--- src/rtl/mini_cpu_pkg.sv ---
// Shared definitions for the mini-CPU: ALU op codes, instruction classes,
// instruction field positions and the controller state encoding.
package mini_cpu_pkg;

    localparam logic [2:0] ALU_ADDU = 3'd0;
    localparam logic [2:0] ALU_SUBU = 3'd1;
    localparam logic [2:0] ALU_ADDS = 3'd2;
    localparam logic [2:0] ALU_SUBS = 3'd3;
    localparam logic [2:0] ALU_AND  = 3'd4;
    localparam logic [2:0] ALU_OR   = 3'd5;
    localparam logic [2:0] ALU_XOR  = 3'd6;
    localparam logic [2:0] ALU_SLL  = 3'd7;

    localparam logic [1:0] CLS_ALUR = 2'b00;
    localparam logic [1:0] CLS_ALUI = 2'b01;
    localparam logic [1:0] CLS_LI   = 2'b10;
    localparam logic [1:0] CLS_SYS  = 2'b11;

    localparam int CLS_LSB = 14;
    localparam int OP_LSB  = 11;
    localparam int RD_LSB  = 9;
    localparam int RS1_LSB = 7;
    localparam int RS2_LSB = 5;
    localparam int IMM_LSB = 0;

    typedef enum logic [1:0] {
        ST_IDLE = 2'd0,
        ST_EXEC = 2'd1,
        ST_WB   = 2'd2
    } state_t;

    function automatic logic usesAlu(input logic [1:0] cls);
        return (cls == CLS_ALUR) || (cls == CLS_ALUI);
    endfunction

endpackage

--- src/rtl/regfile.sv ---
// Small register file: two combinational read ports, one debug read port,
// one synchronous write port and an asynchronous active-low clear.
module regfile #(
    parameter int AW = 2
) (
    input  logic          clk,
    input  logic          areset_n,
    input  logic          i_we,
    input  logic [AW-1:0] i_waddr,
    input  logic [7:0]    i_wdata,
    input  logic [AW-1:0] i_raddr1,
    input  logic [AW-1:0] i_raddr2,
    input  logic [AW-1:0] i_dbgAddr,
    output logic [7:0]    o_rdata1,
    output logic [7:0]    o_rdata2,
    output logic [7:0]    o_dbgData
);

    logic [7:0] r_mem [2**AW];

    always_ff @(posedge clk or negedge areset_n) begin
        if (!areset_n) begin
            for (int i = 0; i < 2**AW; i++) begin
                r_mem[i] <= 8'h00;
            end
        end else if (i_we) begin
            r_mem[i_waddr] <= i_wdata;
        end
    end

    assign o_rdata1  = r_mem[i_raddr1];
    assign o_rdata2  = r_mem[i_raddr2];
    assign o_dbgData = r_mem[i_dbgAddr];

endmodule

--- src/rtl/exec_ctrl.sv ---
// Decode/execute/write-back controller: runs each accepted instruction through
// a fixed IDLE -> EXEC -> WB sequence around an external combinational ALU.
module exec_ctrl
    import mini_cpu_pkg::*;
#(
    parameter int REG_AW = 2
) (
    input  logic              clk,
    input  logic              areset_n,
    input  logic              instr_valid,
    input  logic [15:0]       instr,
    output logic              instr_ready,
    output logic [7:0]        alu_a,
    output logic [7:0]        alu_b,
    output logic [2:0]        alu_op,
    output logic              alu_clr,
    input  logic [7:0]        alu_result,
    input  logic              alu_cf,
    input  logic              alu_ovf,
    input  logic              alu_z,
    input  logic              alu_neg,
    output logic [3:0]        flags,
    output logic              busy,
    output logic              illegal,
    input  logic [REG_AW-1:0] dbg_addr,
    output logic [7:0]        dbg_data
);

    state_t            r_state;
    state_t            w_nextState;
    logic [15:0]       r_instr;
    logic [7:0]        r_holdResult;
    logic [3:0]        r_holdStatus;
    logic [3:0]        r_flags;
    logic              r_illegal;

    logic [1:0]        w_cls;
    logic [2:0]        w_op;
    logic [REG_AW-1:0] w_rd;
    logic [REG_AW-1:0] w_rs1;
    logic [REG_AW-1:0] w_rs2;
    logic [7:0]        w_imm;
    logic [REG_AW-1:0] w_raddr1;
    logic [7:0]        w_rdata1;
    logic [7:0]        w_rdata2;
    logic [7:0]        w_wdata;
    logic              w_we;
    logic              w_flagsLoad;
    logic              w_setIllegal;
    logic              w_accept;

    assign w_cls  = r_instr[CLS_LSB +: 2];
    assign w_op   = r_instr[OP_LSB +: 3];
    assign w_rd   = r_instr[RD_LSB +: REG_AW];
    assign w_rs1  = r_instr[RS1_LSB +: REG_AW];
    assign w_rs2  = r_instr[RS2_LSB +: REG_AW];
    assign w_imm  = r_instr[IMM_LSB +: 8];

    // ALU-I operates in place on rd, so port 1 switches its address to rd.
    assign w_raddr1 = (w_cls == CLS_ALUI) ? w_rd : w_rs1;
    assign w_wdata  = (w_cls == CLS_LI) ? w_imm : r_holdResult;
    assign w_accept = instr_valid && (r_state == ST_IDLE);

    regfile #(.AW(REG_AW)) u_regfile (
        .clk       (clk),
        .areset_n  (areset_n),
        .i_we      (w_we),
        .i_waddr   (w_rd),
        .i_wdata   (w_wdata),
        .i_raddr1  (w_raddr1),
        .i_raddr2  (w_rs2),
        .i_dbgAddr (dbg_addr),
        .o_rdata1  (w_rdata1),
        .o_rdata2  (w_rdata2),
        .o_dbgData (dbg_data)
    );

    always_ff @(posedge clk or negedge areset_n) begin
        if (!areset_n) begin
            r_state <= ST_IDLE;
        end else begin
            r_state <= w_nextState;
        end
    end

    always_comb begin
        w_nextState  = r_state;
        instr_ready  = 1'b0;
        busy         = 1'b0;
        alu_clr      = 1'b1;
        alu_a        = 8'h00;
        alu_b        = 8'h00;
        alu_op       = 3'd0;
        w_we         = 1'b0;
        w_flagsLoad  = 1'b0;
        w_setIllegal = 1'b0;
        case (r_state)
            ST_IDLE: begin
                instr_ready = 1'b1;
                if (instr_valid) begin
                    w_nextState = ST_EXEC;
                end
            end
            ST_EXEC: begin
                busy        = 1'b1;
                alu_clr     = 1'b0;
                alu_a       = w_rdata1;
                alu_b       = (w_cls == CLS_ALUI) ? w_imm : w_rdata2;
                alu_op      = w_op;
                w_nextState = ST_WB;
            end
            ST_WB: begin
                busy         = 1'b1;
                w_we         = usesAlu(w_cls) || (w_cls == CLS_LI);
                w_flagsLoad  = usesAlu(w_cls);
                w_setIllegal = (w_cls == CLS_SYS) && (w_op != 3'd0);
                w_nextState  = ST_IDLE;
            end
            default: begin
                w_nextState = ST_IDLE;
            end
        endcase
    end

    // Result and status are captured in EXEC so WB is independent of the ALU.
    always_ff @(posedge clk or negedge areset_n) begin
        if (!areset_n) begin
            r_instr      <= 16'h0000;
            r_holdResult <= 8'h00;
            r_holdStatus <= 4'h0;
            r_flags      <= 4'h0;
            r_illegal    <= 1'b0;
        end else begin
            if (w_accept) begin
                r_instr <= instr;
            end
            if (r_state == ST_EXEC) begin
                r_holdResult <= alu_result;
                r_holdStatus <= {alu_neg, alu_z, alu_ovf, alu_cf};
            end
            if (w_flagsLoad) begin
                r_flags <= r_holdStatus;
            end
            if (w_setIllegal) begin
                r_illegal <= 1'b1;
            end
        end
    end

    assign flags   = r_flags;
    assign illegal = r_illegal;

endmodule

--- config.mk ---
export PLATFORM = sky130hd
export DESIGN_NAME = exec_ctrl
export DESIGN_NICKNAME = d
export VERILOG_FILES = /design/src/rtl/mini_cpu_pkg.sv /design/src/rtl/regfile.sv /design/src/rtl/exec_ctrl.sv
export SDC_FILE = /design/constraint.sdc
export NUM_CORES = 1
export LEC_CHECK = 0
export ABC_AREA = 1
export CELL_PAD_IN_SITES_DETAIL_PLACEMENT = 1
export CELL_PAD_IN_SITES_GLOBAL_PLACEMENT = 2
export CORE_MARGIN = 4
export CORE_UTILIZATION = 31
export CTS_BUF_LIST = sky130_fd_sc_hd__clkbuf_4
export CTS_CLUSTER_SIZE = 16
export DETAILED_ROUTE_END_ITERATION = 7
export PLACE_DENSITY = 0.8
export SLEW_MARGIN = 30
export SYNTH_ARGS = -nofsm -noshare
export SYNTH_HDL_FRONTEND = slang
export SYNTH_SLANG_ARGS = --single-unit
--- constraint.sdc ---
create_clock -name clk -period 1.6 [get_ports clk]
set_clock_uncertainty 0.05 [all_clocks]
set_input_delay 0.16 -clock clk [delete_from_list [all_inputs] [get_ports clk]]
set_output_delay 0.16 -clock clk [all_outputs]
set_load 0.05 [all_outputs]
==> results of run 1 <==
[area by class of cell]
cell class / count / area (sq um) / share of cell area, %
flip-flops and latches: 67 / 1680 / 27.3
clock buffers: 10 / 75.1 / 1.22
clock inverters: 4 / 67.6 / 1.10
repair buffers: 141 / 1700 / 27.7
multi-input cells: 334 / 2180 / 35.5
well taps: 143 / 179 / 2.91
inverters: 63 / 262 / 4.26
[cell usage after synthesis]
cell / number
o21ai_1: 2
clkinv_1: 1
o21ai_0: 59
clkbuf_1: 8
nand2_4: 1
buf_4: 1
ha_1: 3
inv_1: 59
buf_1: 2
nand2_1: 116
inv_2: 3
o21bai_1: 1
nand3_1: 54
nor2_1: 14
o211ai_1: 6
o21ai_2: 9
nor3_4: 4
dfrtp_1: 67
nor3_1: 4
mux2_2: 4
buf_2: 8
a21oi_1: 52
buf_6: 6
nand3_2: 1
nand2_2: 4
[flip-flops by register name (all words and copies together) (netlist names)]
| name | flops |
|---|---|
| r_state | 2 |
| r_holdStatus | 4 |
| illegal | 1 |
| r_instr | 16 |
| r_holdResult | 8 |
| u_regfile.r_mem | 32 |
| flags | 4 |
[cell usage in the layout (no fill, tap or decap), types with 27 or more instances in the layout]
cell | synthesis | layout
nand2_1 | 116 | 105
o21ai_0 | 59 | 29
inv_1 | 59 | 37
buf_12 | 0 | 41
dfrtp_1 | 67 | 66
a21oi_1 | 52 | 27
nand3_1 | 54 | 29
buf_4 | 1 | 54
clkdlybuf4s50_1 | 0 | 29
[metal layers]
| layer | up-vias | part of all wire (%) | global-route usage (%) |
|---|---|---|---|
| li1 | 1857 | - | - |
| met2 | 85 | 50 | 33.3 |
| met1 | 1901 | 44 | 25.9 |
| met4 | 0 | 2.1 | 7.55 |
| met3 | 23 | 3.9 | 3.80 |
| met5 | - | 0 | 0 |
[where the power goes]
| part | total (uW) | internal (uW) | switching, uW | leakage, uW |
|---|---|---|---|---|
| clock | 1250 | 626 | 627 | 0.0000774 |
| combinational | 10000 | 4220 | 5830 | 0.00183 |
| sequential | 2920 | 2400 | 524 | 0.000828 |
[worst max-delay path, delay by kind of cell, from the launching register on]
kind,cells,cell delay (ns)
AOI/OAI and AO/OA,2,0.41
buffers and inverters,3,0.46
DFF,1,0.43
and+or+nand+nor,2,0.20
[what timing repair did]
action / 4_1_cts / 5_1_grt
hold buffers: 1 / 0
pin swaps: 10 / 7
hold endpoints to repair: 67 / 0
cloned: 0 / 1
gates resized for setup: 77 / 64
buffers inserted: 15 / 9
endpoints found under the setup margin: 30 / 52
[stage by stage]
stage          area [sq um]  cells
6_report               6140    762
5_1_grt                6140    762
4_1_cts                5910    755
3_5_place_dp           5440    727
3_3_place_gp           5440    727
2_1_floorplan          3990    489
[cell families (layout without fill, tap and decap cells)]
family	count (synthesis)	count (layout)	synth area share [%]
AO/OA/AOI/OAI	129	129	18.7
multiplexers	4	4	1.21
buffers and inverters	88	218	10.4
flip-flops	67	67	44.9
AND/OR/NAND/NOR	198	198	23.8
adder cells (fa/ha/maj)	3	3	1.01
[final timing paths]
check / startpoint / end / slack [ns]
worst max-delay path: r_instr[15]$_DFFE_PN0P_ / alu_a[3] / -0.55
worst min register to register: r_holdResult[3]$_DFFE_PN0P_ / r_holdResult[3]$_DFFE_PN0P_ / 0.44
worst min-delay path: areset_n / u_regfile.r_mem[27]$_DFFE_PN0P_ / 0.22
min in group clk: alu_result[5] / r_holdResult[5]$_DFFE_PN0P_ / 0.22
worst max register to register: r_instr[14]$_DFFE_PN0P_ / u_regfile.r_mem[16]$_DFFE_PN0P_ / -0.10
max in group asynchronous: areset_n / r_instr[14]$_DFFE_PN0P_ / 0.94
==> results.md, run 1 <==
- Cell area after synthesis: 3730 sq um
- Dominant cell type by area after synthesis: dfrtp_1
- Setup TNS: -8.73 ns
- TritonRoute pass-1 iters: 4
- Hold crit path type: input pin to async pin
- Die span in y: 118 microns
- Failing checks: negative setup slack
- Cells after Synth: 489
- Total GRT Usage: 20.0%
- Yosys warning total: 0
- Fin worst setup slack: -0.553 ns
- Initial antenna violation count: 0
- Final Hold Fails: 0
- Setup violators final: 29
- Global route overflow: 0
- Clk pin slew, worst setup/hold paths: 0.11 ns
- WL final: 13.6 mm
- Min cycle time layout: 2.15 ns
- Slew Limit Fails: 0
- Final worst-path cycle share: 135%
- Final core occ: 52.9%
- # rows: 39
- Ports: 68
- Max-cap viol count: 0
- Hold Slack: 0.216 ns
- Placement Setup Slack: -0.206 ns
- IO Port Bufs: 67
- Filler cells: 1335
- Status: finished, violations left
- CTS sink count: 67
- DP HPWL: 9.64 mm
- Largest net degree at the start of global routing: 68
- Worst-Skew Late Latency: 0.43 ns
- WS Path Type: flip-flop to output pin
- Iteration-0 DRC count of the detailed router: 169
- Area contributors post-synth: dfrtp_1, nand2_1, o21ai_0
- Area delta synth->final: 64.5%
- Highest clock rate: 464 MHz
- Post-route ant nets: 0
- Static Leak: 0.00274 uW
- Worst Reg-to-Reg Cells: 9
- Avg Synthesized Cell Area: 7.64 sq um
- Maximum vdd drop: 1.12 mV
- Slew @ Worst Pin: 0.389 ns
- RSZ-0062 raised after global routing: yes
- Gpl congestion: 0.829
- Vias per cell: 5.07
- Vias in the first global route: 4180
- Core outline area: 11600 sq um
- Die W: 118 microns
- Post-synthesis cell type count: 25
- DRC errors left: 0
- First-pass GRT wire length: 22.1 mm
- CP max-delay cell: dfrtp_1
- CP Max Fanout: 6
- Crit-path cells: inv_2 -> nand2_4 -> o21ai_4 -> buf_4 -> nand3_2 -> a21oi_4 -> buf_12
- Via count: 3866
- Syn nets: 525
- Critical path's largest stage delay: 0.43 ns
- Routed wire per std cell: 17.8 microns
- Post-synthesis sequential area ratio: 44.9%
- Layout Nets: 652
- CP Launch Type: flip-flop
- CP endpoint kind: output pin
- Clock tree buffer depth: 2
- CTS Buf Count: 9
- Yosys top cell area share: 44.9%
- Share of layout cells above drive strength 1: 40.4%
- Worst path arrival time: 1.94 ns
- Slew headroom: 74.1%
- WP data required: 1.39 ns
- Total chip power: 14200 uW
- Antenna diodes: 0
- TritonCTS clock tree: yes
- Root Buffer: clkbuf_4
- Starting density of the core: 32.2%
- Die area: 13900 sq um
- Power per cell area: 2320 nW/um^2
- H-Tree Depth: 3
- Seq cells post-synth: 67
No activity file was read; power rests on OpenSTA's default activity.
==> run 2, diff against run 1 <==
--- a/config.mk
+++ b/config.mk
@@ -13,7 +13,7 @@
 export CTS_BUF_LIST = sky130_fd_sc_hd__clkbuf_4
 export CTS_CLUSTER_SIZE = 16
 export DETAILED_ROUTE_END_ITERATION = 7
-export PLACE_DENSITY = 0.8
+export PLACE_DENSITY_LB_ADDON = 0.1
 export SLEW_MARGIN = 30
 export SYNTH_ARGS = -nofsm -noshare
 export SYNTH_HDL_FRONTEND = slang
==> run 2 against run 1 <==
The flow still finishes with violations (negative setup slack). Critical path depth stayed put. Die area stayed put. Sequential power hardly changed. Clock-buffer cell count is 2 higher. Largest power group unchanged. Worst setup slack worse by 0.0059 ns.
==> results.md, run 2 (synthesis gave the netlist of run 1 again) <==
- Clk pin slew, worst setup/hold paths: 0.11 ns (about the same)
- Total GRT Usage: 20.1% (was 20.0%)
- Fin worst setup slack: -0.559 ns (was -0.553 ns)
- Clock tree buffer depth: 2 (unchanged)
- Hold crit path type: input pin to async pin (unchanged)
- Routing usage on met3: 2.79% (was 3.80%)
- Largest net degree at the start of global routing: 68 (unchanged)
- Global route overflow: 0 (unchanged)
- TritonCTS clock tree: yes (unchanged)
- Iteration-0 DRC count of the detailed router: 180 (was 169)
- WP data required: 1.39 ns (about the same)
- Highest clock rate: 463 MHz (was 464 MHz)
- Die span in y: 118 microns (unchanged)
- Static Leak: 0.00274 uW (about the same)
- Max FFs per register: 32 (unchanged)
- Critical path's largest stage delay: 0.44 ns (was 0.43 ns)
- Ports: 68 (unchanged)
- Crit-path cells: inv_2 -> nand2_4 -> o21ai_4 -> buf_4 -> nand3_2 -> a21oi_4 -> buf_12 (unchanged)
- Filler cells: 1339 (was 1335)
- RSZ-0062 raised after global routing: yes (unchanged)
- Commonest non-fill, non-tap cell in the layout: nand2_1 (unchanged)
- H-Tree Depth: 3 (unchanged)
- Final worst-path cycle share: 135% (about the same)
- Worst path arrival time: 1.95 ns (was 1.94 ns)
- Power per cell area: 2290 nW/um^2 (was 2320 nW/um^2)
- Final Hold Fails: 0 (unchanged)
- Die area: 13900 sq um (unchanged)
- Failing checks: negative setup slack (unchanged)
- Initial antenna violation count: 0 (unchanged)
- Core outline area: 11600 sq um (unchanged)
- Via count: 3867 (was 3866)
- Share of layout cells above drive strength 1: 41.1% (was 40.4%)
- Antenna diodes: 0 (unchanged)
- CP max-delay cell: dfrtp_1 (unchanged)
- Min cycle time layout: 2.16 ns (was 2.15 ns)
- Register name with the most flops: u_regfile.r_mem (unchanged)
- Max-cap viol count: 0 (unchanged)
- Top Usage Layer GRT: met2 (unchanged)
- Worst Reg-to-Reg Cells: 9 (unchanged)
- Regs by FF count: u_regfile.r_mem: 32 flops, r_instr: 16 flops, r_holdResult: 8 flops (unchanged)
- CP Launch Type: flip-flop (unchanged)
- Slew @ Worst Pin: 0.406 ns (was 0.389 ns)
- CP endpoint kind: output pin (unchanged)
- DP HPWL: 9.66 mm (was 9.64 mm)
- Maximum vdd drop: 1.30 mV (was 1.12 mV)
- WS Path Type: flip-flop to output pin (unchanged)
- Slew headroom: 72.9% (was 74.1%)
- TritonRoute pass-1 iters: 4 (unchanged)
- Area delta synth->final: 64.1% (was 64.5%)
- # rows: 39 (unchanged)
- Worst-Skew Late Latency: 0.43 ns (about the same)
- Status: finished, violations left (unchanged)
- DRC errors left: 0 (unchanged)
- Design area: 6130 sq um (was 6140 sq um)
- Starting density of the core: 32.2% (unchanged)
- Vias per cell: 5.06 (was 5.07)
- Routed wire per std cell: 18.2 microns (was 17.8 microns)
- CTS sink count: 67 (unchanged)
- Layout Nets: 652 (unchanged)
- Die W: 118 microns (unchanged)
- Dpl cell area: 5450 sq um (was 5440 sq um)
- Grt met1 use: 27.5% (was 25.9%)
- GR Layer Usage met2: 32.5% (was 33.3%)
- CTS Buf Count: 9 (unchanged)
- Slew Limit Fails: 0 (unchanged)
- CP Max Fanout: 5 (was 6)
- Gpl congestion: 0.848 (was 0.829)
- Hold Slack: 0.188 ns (was 0.216 ns)
- Most frequent cells in the layout: nand2_1, dfrtp_1, buf_4 (unchanged)
- WL final: 13.9 mm (was 13.6 mm)
- Setup TNS: -13.00 ns (was -8.73 ns)
- Post-route ant nets: 0 (unchanged)
- IO Port Bufs: 67 (unchanged)
- Vias in the first global route: 4187 (was 4180)
- First-pass GRT wire length: 22.4 mm (was 22.1 mm)
- Setup violators final: 54 (was 29)
- Root Buffer: clkbuf_4 (unchanged)
run 2: cell count changes in the layout (fill, tap and decap cells not counted), moves of 3 or more:
| cell | change |
|---|---|
| buf_6 | -4 |
| inv_2 | +3 |
| nand3_4 | -3 |
| nand3_2 | +3 |
| a21oi_1 | -3 |
run 2: final timing paths:
| path | start | endpoint | slack (ns) |
|---|---|---|---|
| setup / recovery | r_instr[15]$_DFFE_PN0P_ | alu_a[7] | -0.56 |
| hold / removal | areset_n | flags[2]$_DFFE_PN0P_ | 0.19 |
| setup reg to reg | r_instr[14]$_DFFE_PN0P_ | u_regfile.r_mem[30]$_DFFE_PN0P_ | -0.25 |
| hold reg to reg | r_holdResult[3]$_DFFE_PN0P_ | r_holdResult[3]$_DFFE_PN0P_ | 0.43 |
| max in group asynchronous | areset_n | r_instr[14]$_DFFE_PN0P_ | 0.94 |
| min in group clk | alu_result[0] | r_holdResult[0]$_DFFE_PN0P_ | 0.21 |
run 2: timing repair:
action | CTS | global route
gates cloned | 0 | 1
hold buffers | 1 | 0
setup endpoints to repair | 32 | 73
gates resized for setup | 77 | 58
pin swaps | 13 | 8
hold endpoints to repair | 67 | 0
setup buffers | 10 | 16
run 2: critical path: cells and delay by family, from the launching register on:
kind | cells | cell delay [ns]
AOI/OAI and AO/OA | 2 | 0.41
buffers and inverters | 3 | 0.46
DFF | 1 | 0.44
and+or+nand+nor | 2 | 0.20
run 2: where the power goes:
part	internal (uW)	switching, uW
sequential	2400	541
combinational	4210	5880
clock	358	650
run 2: stage by stage:
step	std cells	power, uW	util, %	worst slack [ns]
after CTS	750	13400	50.2	-0.536
after global placement	725	11500	47.0	-0.163
after detailed placement	725	11700	47.0	-0.179
after global routing	764	15000	52.8	-0.658
final	764	14000	52.8	-0.559
after floorplan	489	7920	-	-0.137
run 2: final cells by class:
| class | instances | area [sq um] | share of cell area [%] |
|---|---|---|---|
| Multi-Input combinational cell | 334 | 2180 | 35.6 |
| Timing Repair Buffer | 141 | 1730 | 28.3 |
| Sequential cell | 67 | 1680 | 27.4 |
| Inverter | 63 | 245 | 4.00 |
| Tap cell | 143 | 179 | 2.92 |
| Clock buffer | 12 | 90.1 | 1.47 |
| Clock inverter | 4 | 17.5 | 0.286 |
run 2: routing by layer:
layer,share of wire (%),wire length (microns)
met2,49,6850
met5,0,0
met4,1.6,221
met1,45,6260
met3,4.2,582
